--- config.mk ---
export PLATFORM = sky130hd
export DESIGN_NAME = branch_predict_resolver_flat
export DESIGN_NICKNAME = d
export VERILOG_FILES = /design/src/rtl/branch_predict_resolver_pkg.sv /design/src/rtl/branch_predict_resolver_if.sv /design/src/rtl/branch_predict_resolver_sat_counter2.sv /design/src/rtl/branch_predict_resolver.sv /design/src/flat_wrapper.sv
export SDC_FILE = /design/constraint.sdc
export NUM_CORES = 1
export LEC_CHECK = 0
export BUFFER_PORTS_ARGS = -buffer_cell sky130_fd_sc_hd__buf_2
export CORE_ASPECT_RATIO = 0.6
export CORE_MARGIN = 5
export CORE_UTILIZATION = 56
export CTS_BUF_LIST = sky130_fd_sc_hd__clkbuf_4 sky130_fd_sc_hd__clkbuf_8
export DETAILED_ROUTE_END_ITERATION = 12
export PLACE_DENSITY = 0.78
export SLEW_MARGIN = 15
export SYNTH_ARGS = -nofsm -noshare
export SYNTH_HDL_FRONTEND = slang
export SYNTH_SLANG_ARGS = --single-unit
--- constraint.sdc ---
create_clock -name clk -period 2.9 [get_ports clk]
set_input_delay 0.58 -clock clk [delete_from_list [all_inputs] [get_ports clk]]
set_output_delay 0.58 -clock clk [all_outputs]
set_load 0.02 [all_outputs]
--- src/rtl/branch_predict_resolver_pkg.sv ---
// Shared encodings and counter helpers for the branch predictor/resolver.
// Optional statistics outputs are enabled with the BRANCH_STATS_EN macro.
package branch_predict_resolver_pkg;

   typedef enum logic [2:0] {
      BR_NONE = 3'b000,
      BR_BEQ  = 3'b001,
      BR_BNE  = 3'b010,
      BR_BLT  = 3'b011,
      BR_BGE  = 3'b100
   } br_e;

   typedef enum logic [1:0] {
      J_NONE = 2'b00,
      J_JALR = 2'b01,
      J_JAL  = 2'b10
   } jmp_e;

   typedef enum logic [1:0] {
      PCSRC_SEQ     = 2'b00,
      PCSRC_TARGET  = 2'b01,
      PCSRC_ALU     = 2'b10,
      PCSRC_RECOVER = 2'b11
   } pcsrc_e;

   // Weakly not-taken: one taken outcome flips the prediction.
   localparam logic [1:0] CTR_RESET = 2'b01;

   function automatic logic [1:0] sat_next(input logic [1:0] cnt, input logic inc);
      logic [1:0] nxt;
      nxt = cnt;
      if (inc && (cnt != 2'b11)) begin
         nxt = cnt + 2'd1;
      end else if (!inc && (cnt != 2'b00)) begin
         nxt = cnt - 2'd1;
      end
      return nxt;
   endfunction

endpackage

--- src/rtl/branch_predict_resolver_if.sv ---
// Decode/Execute signal bundle between the pipeline host and the resolver.
// Optional statistics (BRANCH_STATS_EN) are plain ports on the top, not part of this bundle.
interface branch_predict_resolver_if #(
   parameter int XLEN  = 32,
   parameter int IDX_W = 6
);
   // Decode side: pcD in, prediction and table index out, all combinational.
   logic [XLEN-1:0]  pcD;
   logic             predTakenD;
   logic [IDX_W-1:0] bhtIdxD;

   // Execute side: validE qualifies every other Execute input for the current
   // cycle; there is no backpressure, so a cycle with validE = 1 is consumed
   // (resolved and, for conditional branches, trained) at the next clock edge.
   logic             validE;
   logic [2:0]       branchE;
   logic [1:0]       jumpE;
   logic             Zero;
   logic             ALU_sine;
   logic             predTakenE;
   logic [IDX_W-1:0] bhtIdxE;
   logic [1:0]       PCSrcE;
   logic             flushE;

   modport master (
      output pcD, validE, branchE, jumpE, Zero, ALU_sine, predTakenE, bhtIdxE,
      input  predTakenD, bhtIdxD, PCSrcE, flushE
   );

   modport slave (
      input  pcD, validE, branchE, jumpE, Zero, ALU_sine, predTakenE, bhtIdxE,
      output predTakenD, bhtIdxD, PCSrcE, flushE
   );

endinterface

--- src/rtl/branch_predict_resolver_sat_counter2.sv ---
// One 2-bit saturating counter of the branch history table.
// Unaffected by the BRANCH_STATS_EN macro.
module sat_counter2
   import branch_predict_resolver_pkg::*;
(
   input  logic       clk,
   input  logic       rst,
   input  logic       en,
   input  logic       inc,
   output logic [1:0] cnt
);

   always_ff @(posedge clk) begin
      if (rst) begin
         cnt <= CTR_RESET;
      end else if (en) begin
         cnt <= sat_next(cnt, inc);
      end
   end

endmodule

--- src/rtl/branch_predict_resolver.sv ---
// Bimodal/gshare direction predictor plus Execute-stage branch and jump resolution.
// Define BRANCH_STATS_EN to add the brCount/mispCount statistics outputs.
module branch_predict_resolver
   import branch_predict_resolver_pkg::*;
#(
   parameter int XLEN        = 32,
   parameter int BHT_ENTRIES = 64,
   parameter int HIST_W      = 0
) (
   input  logic clk,
   input  logic rst,
   branch_predict_resolver_if.slave bus
`ifdef BRANCH_STATS_EN
   ,
   output logic [31:0] brCount,
   output logic [31:0] mispCount
`endif
);

   localparam int IDX_W = $clog2(BHT_ENTRIES);

   logic [BHT_ENTRIES-1:0][1:0] ctr;
   logic [IDX_W-1:0]            hist_ext;
   logic [IDX_W-1:0]            idx_d;
   logic                        unused_pc_bits;

   logic   is_beq, is_bne, is_blt, is_bge;
   logic   cond_e, taken_e, train;
   pcsrc_e pcsrc;

   // ---------------- Decode-side prediction ----------------
   assign idx_d          = bus.pcD[IDX_W+1:2] ^ hist_ext;
   assign bus.bhtIdxD    = idx_d;
   // Counters are registered, so a same-cycle update is not yet visible here.
   assign bus.predTakenD = ctr[idx_d][1];
   assign unused_pc_bits = ^{bus.pcD[XLEN-1:IDX_W+2], bus.pcD[1:0]};

   // ---------------- Execute-side resolution ----------------
   always_comb begin
      is_beq  = (bus.branchE == BR_BEQ);
      is_bne  = (bus.branchE == BR_BNE);
      is_blt  = (bus.branchE == BR_BLT);
      is_bge  = (bus.branchE == BR_BGE);
      cond_e  = is_beq | is_bne | is_blt | is_bge;
      taken_e = (is_beq &  bus.Zero)     | (is_bne & ~bus.Zero) |
                (is_blt &  bus.ALU_sine) | (is_bge & ~bus.ALU_sine);

      pcsrc = PCSRC_SEQ;
      if (bus.validE) begin
         // A decoded conditional branch masks any simultaneous jump encoding.
         if (cond_e) begin
            if (taken_e && !bus.predTakenE) begin
               pcsrc = PCSRC_TARGET;
            end else if (!taken_e && bus.predTakenE) begin
               pcsrc = PCSRC_RECOVER;
            end
         end else if (bus.jumpE == J_JALR) begin
            pcsrc = PCSRC_ALU;
         end else if (bus.jumpE == J_JAL) begin
            pcsrc = PCSRC_TARGET;
         end
      end
   end

   assign bus.PCSrcE = pcsrc;
   assign bus.flushE = (pcsrc != PCSRC_SEQ);
   assign train      = bus.validE & cond_e;

   // ---------------- Counter table ----------------
   for (genvar i = 0; i < BHT_ENTRIES; i++) begin : g_bht
      sat_counter2 u_ctr (
         .clk (clk),
         .rst (rst),
         .en  (train && (bus.bhtIdxE == IDX_W'(i))),
         .inc (taken_e),
         .cnt (ctr[i])
      );
   end

   // ---------------- Global history ----------------
   if (HIST_W > 0) begin : g_hist
      logic [HIST_W-1:0] ghr;

      always_ff @(posedge clk) begin
         if (rst) begin
            ghr <= '0;
         end else if (train) begin
            ghr <= HIST_W'({ghr, taken_e});
         end
      end

      // History occupies the most significant index bits.
      assign hist_ext = IDX_W'(ghr) << (IDX_W - HIST_W);
   end else begin : g_no_hist
      assign hist_ext = '0;
   end

`ifdef BRANCH_STATS_EN
   // ---------------- Statistics ----------------
   always_ff @(posedge clk) begin
      if (rst) begin
         brCount   <= '0;
         mispCount <= '0;
      end else if (train) begin
         brCount <= brCount + 32'd1;
         if (taken_e != bus.predTakenE) begin
            mispCount <= mispCount + 32'd1;
         end
      end
   end
`endif

endmodule
--- src/flat_wrapper.sv ---
// flat-port wrapper written by rule: the top's interface ports become plain ports
module branch_predict_resolver_flat import branch_predict_resolver_pkg::*;
#(
   parameter int XLEN        = 32,
   parameter int BHT_ENTRIES = 64,
   parameter int HIST_W      = 0
)
  (clk, rst, bus_pcD, bus_validE, bus_branchE, bus_jumpE, bus_Zero, bus_ALU_sine, bus_predTakenE, bus_bhtIdxE, bus_predTakenD, bus_bhtIdxD, bus_PCSrcE, bus_flushE);
  branch_predict_resolver_if #(.XLEN(XLEN)) bus_i ();
  input  logic clk;
  input  logic rst;
  input wire logic [$bits(bus_i.pcD)-1:0] bus_pcD;
  input wire logic [$bits(bus_i.validE)-1:0] bus_validE;
  input wire logic [$bits(bus_i.branchE)-1:0] bus_branchE;
  input wire logic [$bits(bus_i.jumpE)-1:0] bus_jumpE;
  input wire logic [$bits(bus_i.Zero)-1:0] bus_Zero;
  input wire logic [$bits(bus_i.ALU_sine)-1:0] bus_ALU_sine;
  input wire logic [$bits(bus_i.predTakenE)-1:0] bus_predTakenE;
  input wire logic [$bits(bus_i.bhtIdxE)-1:0] bus_bhtIdxE;
  output wire logic [$bits(bus_i.predTakenD)-1:0] bus_predTakenD;
  output wire logic [$bits(bus_i.bhtIdxD)-1:0] bus_bhtIdxD;
  output wire logic [$bits(bus_i.PCSrcE)-1:0] bus_PCSrcE;
  output wire logic [$bits(bus_i.flushE)-1:0] bus_flushE;
  assign bus_i.pcD = bus_pcD;
  assign bus_i.validE = bus_validE;
  assign bus_i.branchE = bus_branchE;
  assign bus_i.jumpE = bus_jumpE;
  assign bus_i.Zero = bus_Zero;
  assign bus_i.ALU_sine = bus_ALU_sine;
  assign bus_i.predTakenE = bus_predTakenE;
  assign bus_i.bhtIdxE = bus_bhtIdxE;
  assign bus_predTakenD = bus_i.predTakenD;
  assign bus_bhtIdxD = bus_i.bhtIdxD;
  assign bus_PCSrcE = bus_i.PCSrcE;
  assign bus_flushE = bus_i.flushE;
  branch_predict_resolver #(.XLEN(XLEN), .BHT_ENTRIES(BHT_ENTRIES), .HIST_W(HIST_W)) u_core (.clk(clk), .rst(rst), .bus(bus_i));
endmodule
==> flow_summary.ini, run 1 <==
[critical_path]
reg2reg_setup_slack_ns = 1.86
crit_fanout = 7
cp.required_ns = 2.32
start_kind = input port
critical_path_arrival_ns = 2.28
crit_type = in2out
critPathCaptureType = primary output

[routing]
vias = 7118
drtIter0Drc = 1021
routed_via_density = 6.536
drt-pass1-iter-count = 9
drc = 0
wl_per_cell_um = 18.72
antenna_left = 0
finalWirelength_um = 20390

[floorplanning]
die_w_um = 157.9
num_rows = 32
dieArea_um2 = 15590
io_pins = 59
die_h_um = 98.73
core_um2 = 12850
initial_core_util_pct = 57.17

[grt]
grt_pass1_wl_um = 31950
antenna_found_initial = 0
grtUsageTotal_pct = 25.51
grt_pass1_vias = 6085
grt_max_degree = 105
grt.overflow.total = 0

[layout]
largest_reg_flops = 128
regArea_um2 = 2562
final_nets = 956
num_antenna_cells = 0
nFillCells = 1024
regMostFlops = u_core.g_bht.u_ctr.cnt
top_regs = u_core.g_bht.u_ctr.cnt (128)
design_area_um2 = 8180
layout-drive-gt1-share_pct = 15.56
multi_input_area_um2 = 4428
final_util_pct = 63.65
syn_to_final_growth_pct = 11.34

[placed_design]
dpl.hpwl_um = 12780
portBuffers = 32
gp_congestion = 0.8368
place_ws_ns = -0.09265
dpl-instance-area_um2 = 7632

[logic_synthesis]
yosysTopAreaCellShare_pct = 34.88
yosys_warnings = 0
synth_cells = 904
synth_edf_count = 0
synth_area_leader_cell = dfxtp_1
ys_dominant_reg_cell = dfxtp_1
seq_area_frac_synth_pct = 34.88
synth-seq-cells = 128
syn_nets = 954
avgSynthCellArea_um2 = 8.127
synth_area_um2 = 7347
yosysUniqueCellTypes = 57
synth_async_sr_flop_share_pct = 0
yosys-top-cells-area = dfxtp_1, o21ai_0, nor2_1

[cts]
tritoncts = done
cts.htree.levels = 4
clock_path_buffers = 2
clock_sinks = 128
clockRootBuffer = clkbuf_8
clk_pin_slew_ns = 0.08
clkLatencyLatePin_ns = 0.44
numCtsBuffers = 17

[power_and_ir_drop]
p_per_area_nw_per_um2 = 536.8
leakagePower_nw = 3.129
ir_worst_vdd_v = 0.0002845

[status]
status = completed

[sta]
fin_crit_ns = 2.860
fin_skew_ns = 0.009522
worst_pin_slew_ns = 1.118
slew_violations = 0
max_slew_margin_pct = 25.47
max_freq_ghz = 0.3496
holdWs_ns = 0.4899
finalCritPeriodShare_pct = 98.63
tns_ns = 0
rsz0062_at_grt = no
hold_violations = 0
setup_violations = 0
setup_ws_ns = 0.03980

[min_path]
hold_path.class = reg2reg

[flow_run]
cap_violations = 0
-- where the power goes --
| group | internal, mW | leakage, nW | switching [mW] |
|---|---|---|---|
| Combinational | 0.215 | 1.85 | 0.360 |
| Sequential | 1.83 | 1.04 | 0.0845 |
| Clock | 1.15 | 0.239 | 0.754 |
-- area by class of cell --
type,instances,share of cell area (%)
multi-input combinational,689,54.13
sequential,128,31.32
timing repair buffer,66,5.736
clock buffer,19,3.120
clock inverter,13,2.876
tap,170,2.600
inverter,4,0.2141
-- metrics by stage --
stage	power [mW]	std cells
2_1_floorplan	2.358	904
3_3_place_gp	2.489	1054
3_5_place_dp	2.504	1054
4_1_cts	4.372	1086
5_1_grt	4.540	1089
6_report	4.391	1089
-- cell usage after synthesis (3+ instances only) --
master / count
a211o_1: 8
a21o_1: 45
a21oi_1: 65
a22oi_1: 12
and2_0: 5
and4_1: 5
and4b_1: 3
and4bb_2: 3
buf_1: 5
buf_2: 30
buf_4: 10
buf_6: 3
clkbuf_1: 35
dfxtp_1: 128
inv_1: 3
mux2_2: 5
mux2i_1: 28
mux4_2: 16
nand2_1: 68
nand2b_1: 5
nand3_1: 18
nand3b_1: 4
nand4_1: 40
nor2_1: 126
nor3_1: 3
nor3b_1: 3
nor4_1: 22
nor4_2: 4
nor4b_1: 4
o21ai_0: 115
o21ai_1: 5
o221ai_1: 5
o311ai_0: 33
o311ai_1: 5
o31ai_1: 4
or4_1: 4
-- metal layers --
metal	share of wire (%)	track usage, %	vias up	wire [um]
met2	43	36.51	352	8707
met4	1.0	7.138	0	204
met5	0	0	-	0
li1	-	-	3410	-
met3	10	6.143	26	2130
met1	46	38.16	3330	9348
-- repair_timing --
action / in CTS / in global routing
gates resized for setup: 0 / 6
hold buffers: 0 / 0
setup buffers: 0 / 2
endpoints found under the setup margin: 0 / 2
-- cell usage in the layout, fill, tap and decap left out, types with 5 or more instances in the layout --
cell type / count
a21oi_1: 64
nor4_1: 22
o21ai_0: 115
and2_0: 5
a22oi_1: 12
a211o_1: 8
a21o_1: 45
nand2b_1: 5
mux2i_1: 28
and4_1: 5
nand2_1: 68
o221ai_1: 5
o311ai_0: 33
dfxtp_1: 128
mux2_2: 5
clkbuf_8: 18
buf_2: 29
buf_4: 32
mux4_2: 16
nand3_1: 18
nand4_1: 40
bufinv_16: 6
nor2_1: 126
o311ai_1: 5
-- worst paths after layout --
| check | start | endpoint | cells past startpoint |
|---|---|---|---|
| worst max register to register | u_core.g_bht[55].u_ctr.cnt[1] | u_core.g_bht[55].u_ctr.cnt[0] | 2 |
| worst min register to register | u_core.g_bht[18].u_ctr.cnt[0] | u_core.g_bht[18].u_ctr.cnt[1] | 2 |
| worst min-delay path | u_core.g_bht[18].u_ctr.cnt[0] | u_core.g_bht[18].u_ctr.cnt[1] | 2 |
| worst max-delay path | bus_pcD[2] | bus_predTakenD | 8 |
-- logic make-up after synthesis --
kind of cell / synth area share, %
adder cells (fa/ha/maj): 0.1703
AO/OA/AOI/OAI: 25.43
AND/OR/NAND/NOR: 24.23
multiplexers: 9.486
flip-flops: 34.88
buffers and inverters: 5.807
-- worst max-delay path, stage by stage --
cell     delay (ns)
buf_4          0.16
buf_12         0.15
mux4_2         0.50
mux2i_1        0.33
mux2i_1        0.12
mux2i_1        0.14
a21oi_1        0.11
buf_2          0.17
Power figures use the tool's default switching activity.
==> run 2, diff against run 1 <==
--- a/config.mk
+++ b/config.mk
@@ -12,6 +12,7 @@
 export CTS_BUF_LIST = sky130_fd_sc_hd__clkbuf_4 sky130_fd_sc_hd__clkbuf_8
 export DETAILED_ROUTE_END_ITERATION = 12
 export PLACE_DENSITY = 0.78
+export SETUP_SLACK_MARGIN = 0.15
 export SLEW_MARGIN = 15
 export SYNTH_ARGS = -nofsm -noshare
 export SYNTH_HDL_FRONTEND = slang
==> run 2 against run 1 <==
Non-clock buffer count unchanged. Setup slack better by 0.074 ns. Combinational power grew 2%. Core utilization grew 0.44 points. Largest cell class unchanged.
==> flow_summary.ini, run 2 (synthesis results as in run 1) <==
[status]
status = completed

[critical_path]
crit_type = in2out
r2r-start = u_core.g_bht[55].u_ctr.cnt[1]
critPathCaptureType = primary output
start_kind = input port
cp.required_ns = 2.32
crit_path_start = bus_Zero
r2r_end = u_core.g_bht[55].u_ctr.cnt[0]
reg2reg_setup_slack_ns = 1.86
critical_path.max_stage_delay_ns = 0.34
slowest_stage = or3_4
crit_fanout = 2
worstRegToRegCells = 2
path_cells = buf_6 -> mux2_4 -> a31o_4 -> inv_4 -> ha_4 -> or3_4 -> a21oi_4 -> o21bai_4 -> buf_6
cpMostUsedCell = buf_6
critical_path_arrival_ns = 2.21

[floorplanning]
dieArea_um2 = 15590
core_um2 = 12850
io_pins = 59
initial_core_util_pct = 57.17
die_w_um = 157.9
die_h_um = 98.73
num_rows = 32

[min_path]
min_from = u_core.g_bht[18].u_ctr.cnt[0]
min_delay_path_depth = 2
min_to = u_core.g_bht[18].u_ctr.cnt[1]
hold_path.class = reg2reg

[layout]
largest_reg_flops = 128
final_nets = 956
layout_common_cells = dfxtp_1, nor2_1, o21ai_0
num_antenna_cells = 0
layout_commonest_cell = dfxtp_1
syn_to_final_growth_pct = 12.11
regMostFlops = u_core.g_bht.u_ctr.cnt
top_regs = u_core.g_bht.u_ctr.cnt (128)
layout-drive-gt1-share_pct = 15.89

[routing]
drc = 0
wl_per_cell_um = 18.89
drtIter0Drc = 1128
drt-pass1-iter-count = 5
finalWirelength_um = 20570
vias = 7146
antenna_left = 0
routed_via_density = 6.562

[cts]
ctsHoldBuffers = 0
tritoncts = done
clkLatencyLatePin_ns = 0.45
clock_path_buffers = 2
cts.htree.levels = 4
clk_pin_slew_ns = 0.08
numCtsBuffers = 17
clockRootBuffer = clkbuf_8
clock_sinks = 128

[power_and_ir_drop]
ir_worst_vdd_v = 0.0002847
leakagePower_nw = 3.145
p_per_area_nw_per_um2 = 535.9
power.total_mw = 4.414

[sta]
fin_crit_ns = 2.786
fin_skew_ns = 0.01041
holdWs_ns = 0.4910
max_freq_ghz = 0.3590
finalCritPeriodShare_pct = 96.06
slew_violations = 0
hold_violations = 0
rsz0062_at_grt = yes
worst_pin_slew_ns = 1.116
setup_violations = 0
max_slew_margin_pct = 25.62

[flow_run]
cap_violations = 0

[grt]
grt_pass1_wl_um = 32370
grt.overflow.total = 0
grtUsageTotal_pct = 25.97
grt_max_degree = 105
grt_pass1_vias = 6085
antenna_found_initial = 0

[placed_design]
portBuffers = 32
dpl.hpwl_um = 12780
gp_congestion = 0.8368
==> run 2: worst max-delay path by stage <==
stage	end	cells past startpoint	slack [ns]
6_report	bus_flushE	9	0.11
5_1_grt	bus_predTakenD	9	0.05
4_1_cts	bus_flushE	9	0.13
3_5_place_dp	u_core.g_bht[12].u_ctr.cnt[0]	7	-0.09
3_3_place_gp	u_core.g_bht[22].u_ctr.cnt[0]	7	0.01
2_1_floorplan	bus_flushE	11	-0.20
==> run 2: where the power goes <==
group	internal, mW	switching (mW)
Sequential	1.83	0.0854
Combinational	0.224	0.364
Clock	1.15	0.764
Total	3.20	1.21
==> run 2: timing repair <==
item / CTS / global route
gates cloned: 1 / 0
setup buffers: 1 / 1
resized for setup: 15 / 5
pin swaps: 4 / 3
endpoints found under the setup margin: 2 / 3
==> run 2: worst max-delay path, delay by kind of cell <==
family	cells	cell delay (ns)
AOI/OAI and AO/OA	3	0.51
buffers and inverters	3	0.29
muxes	1	0.30
and+or+nand+nor	1	0.34
adders and majority gates	1	0.19
==> run 2: layout make-up <==
| cell class | instances | area [um^2] |
|---|---|---|
| Multi-Input combinational cell | 689 | 4444 |
| Clock inverter | 13 | 235.2 |
| Sequential cell | 128 | 2562 |
| Clock buffer | 19 | 255.2 |
| Timing Repair Buffer | 66 | 509.2 |
| Inverter | 4 | 17.52 |
| Fill cell | 1016 | 4616 |
| Tap cell | 170 | 212.7 |
==> run 2: through the flow <==
stage	instances	util, %	setup slack, ns	setup TNS [ns]	cell area, um^2
floorplan	904	-	-0.1957	-0.1996	7406
global placement	1054	59.38	0.009925	0	7632
detailed placement	1054	59.38	-0.09265	-0.2821	7632
CTS	1088	63.86	0.1267	0	8208
global route	1089	64.09	0.04587	0	8237
finish	1089	64.09	0.1143	0	8237
==> run 2: layer usage <==
| layer | part of all wire, % | GRT usage, % | vias to the layer above |
|---|---|---|---|
| met2 | 43 | 37.10 | 354 |
| met4 | 1.4 | 6.411 | 0 |
| met5 | 0 | 0 | - |
| li1 | - | - | 3413 |
| met3 | 11 | 7.503 | 29 |
| met1 | 45 | 38.49 | 3350 |
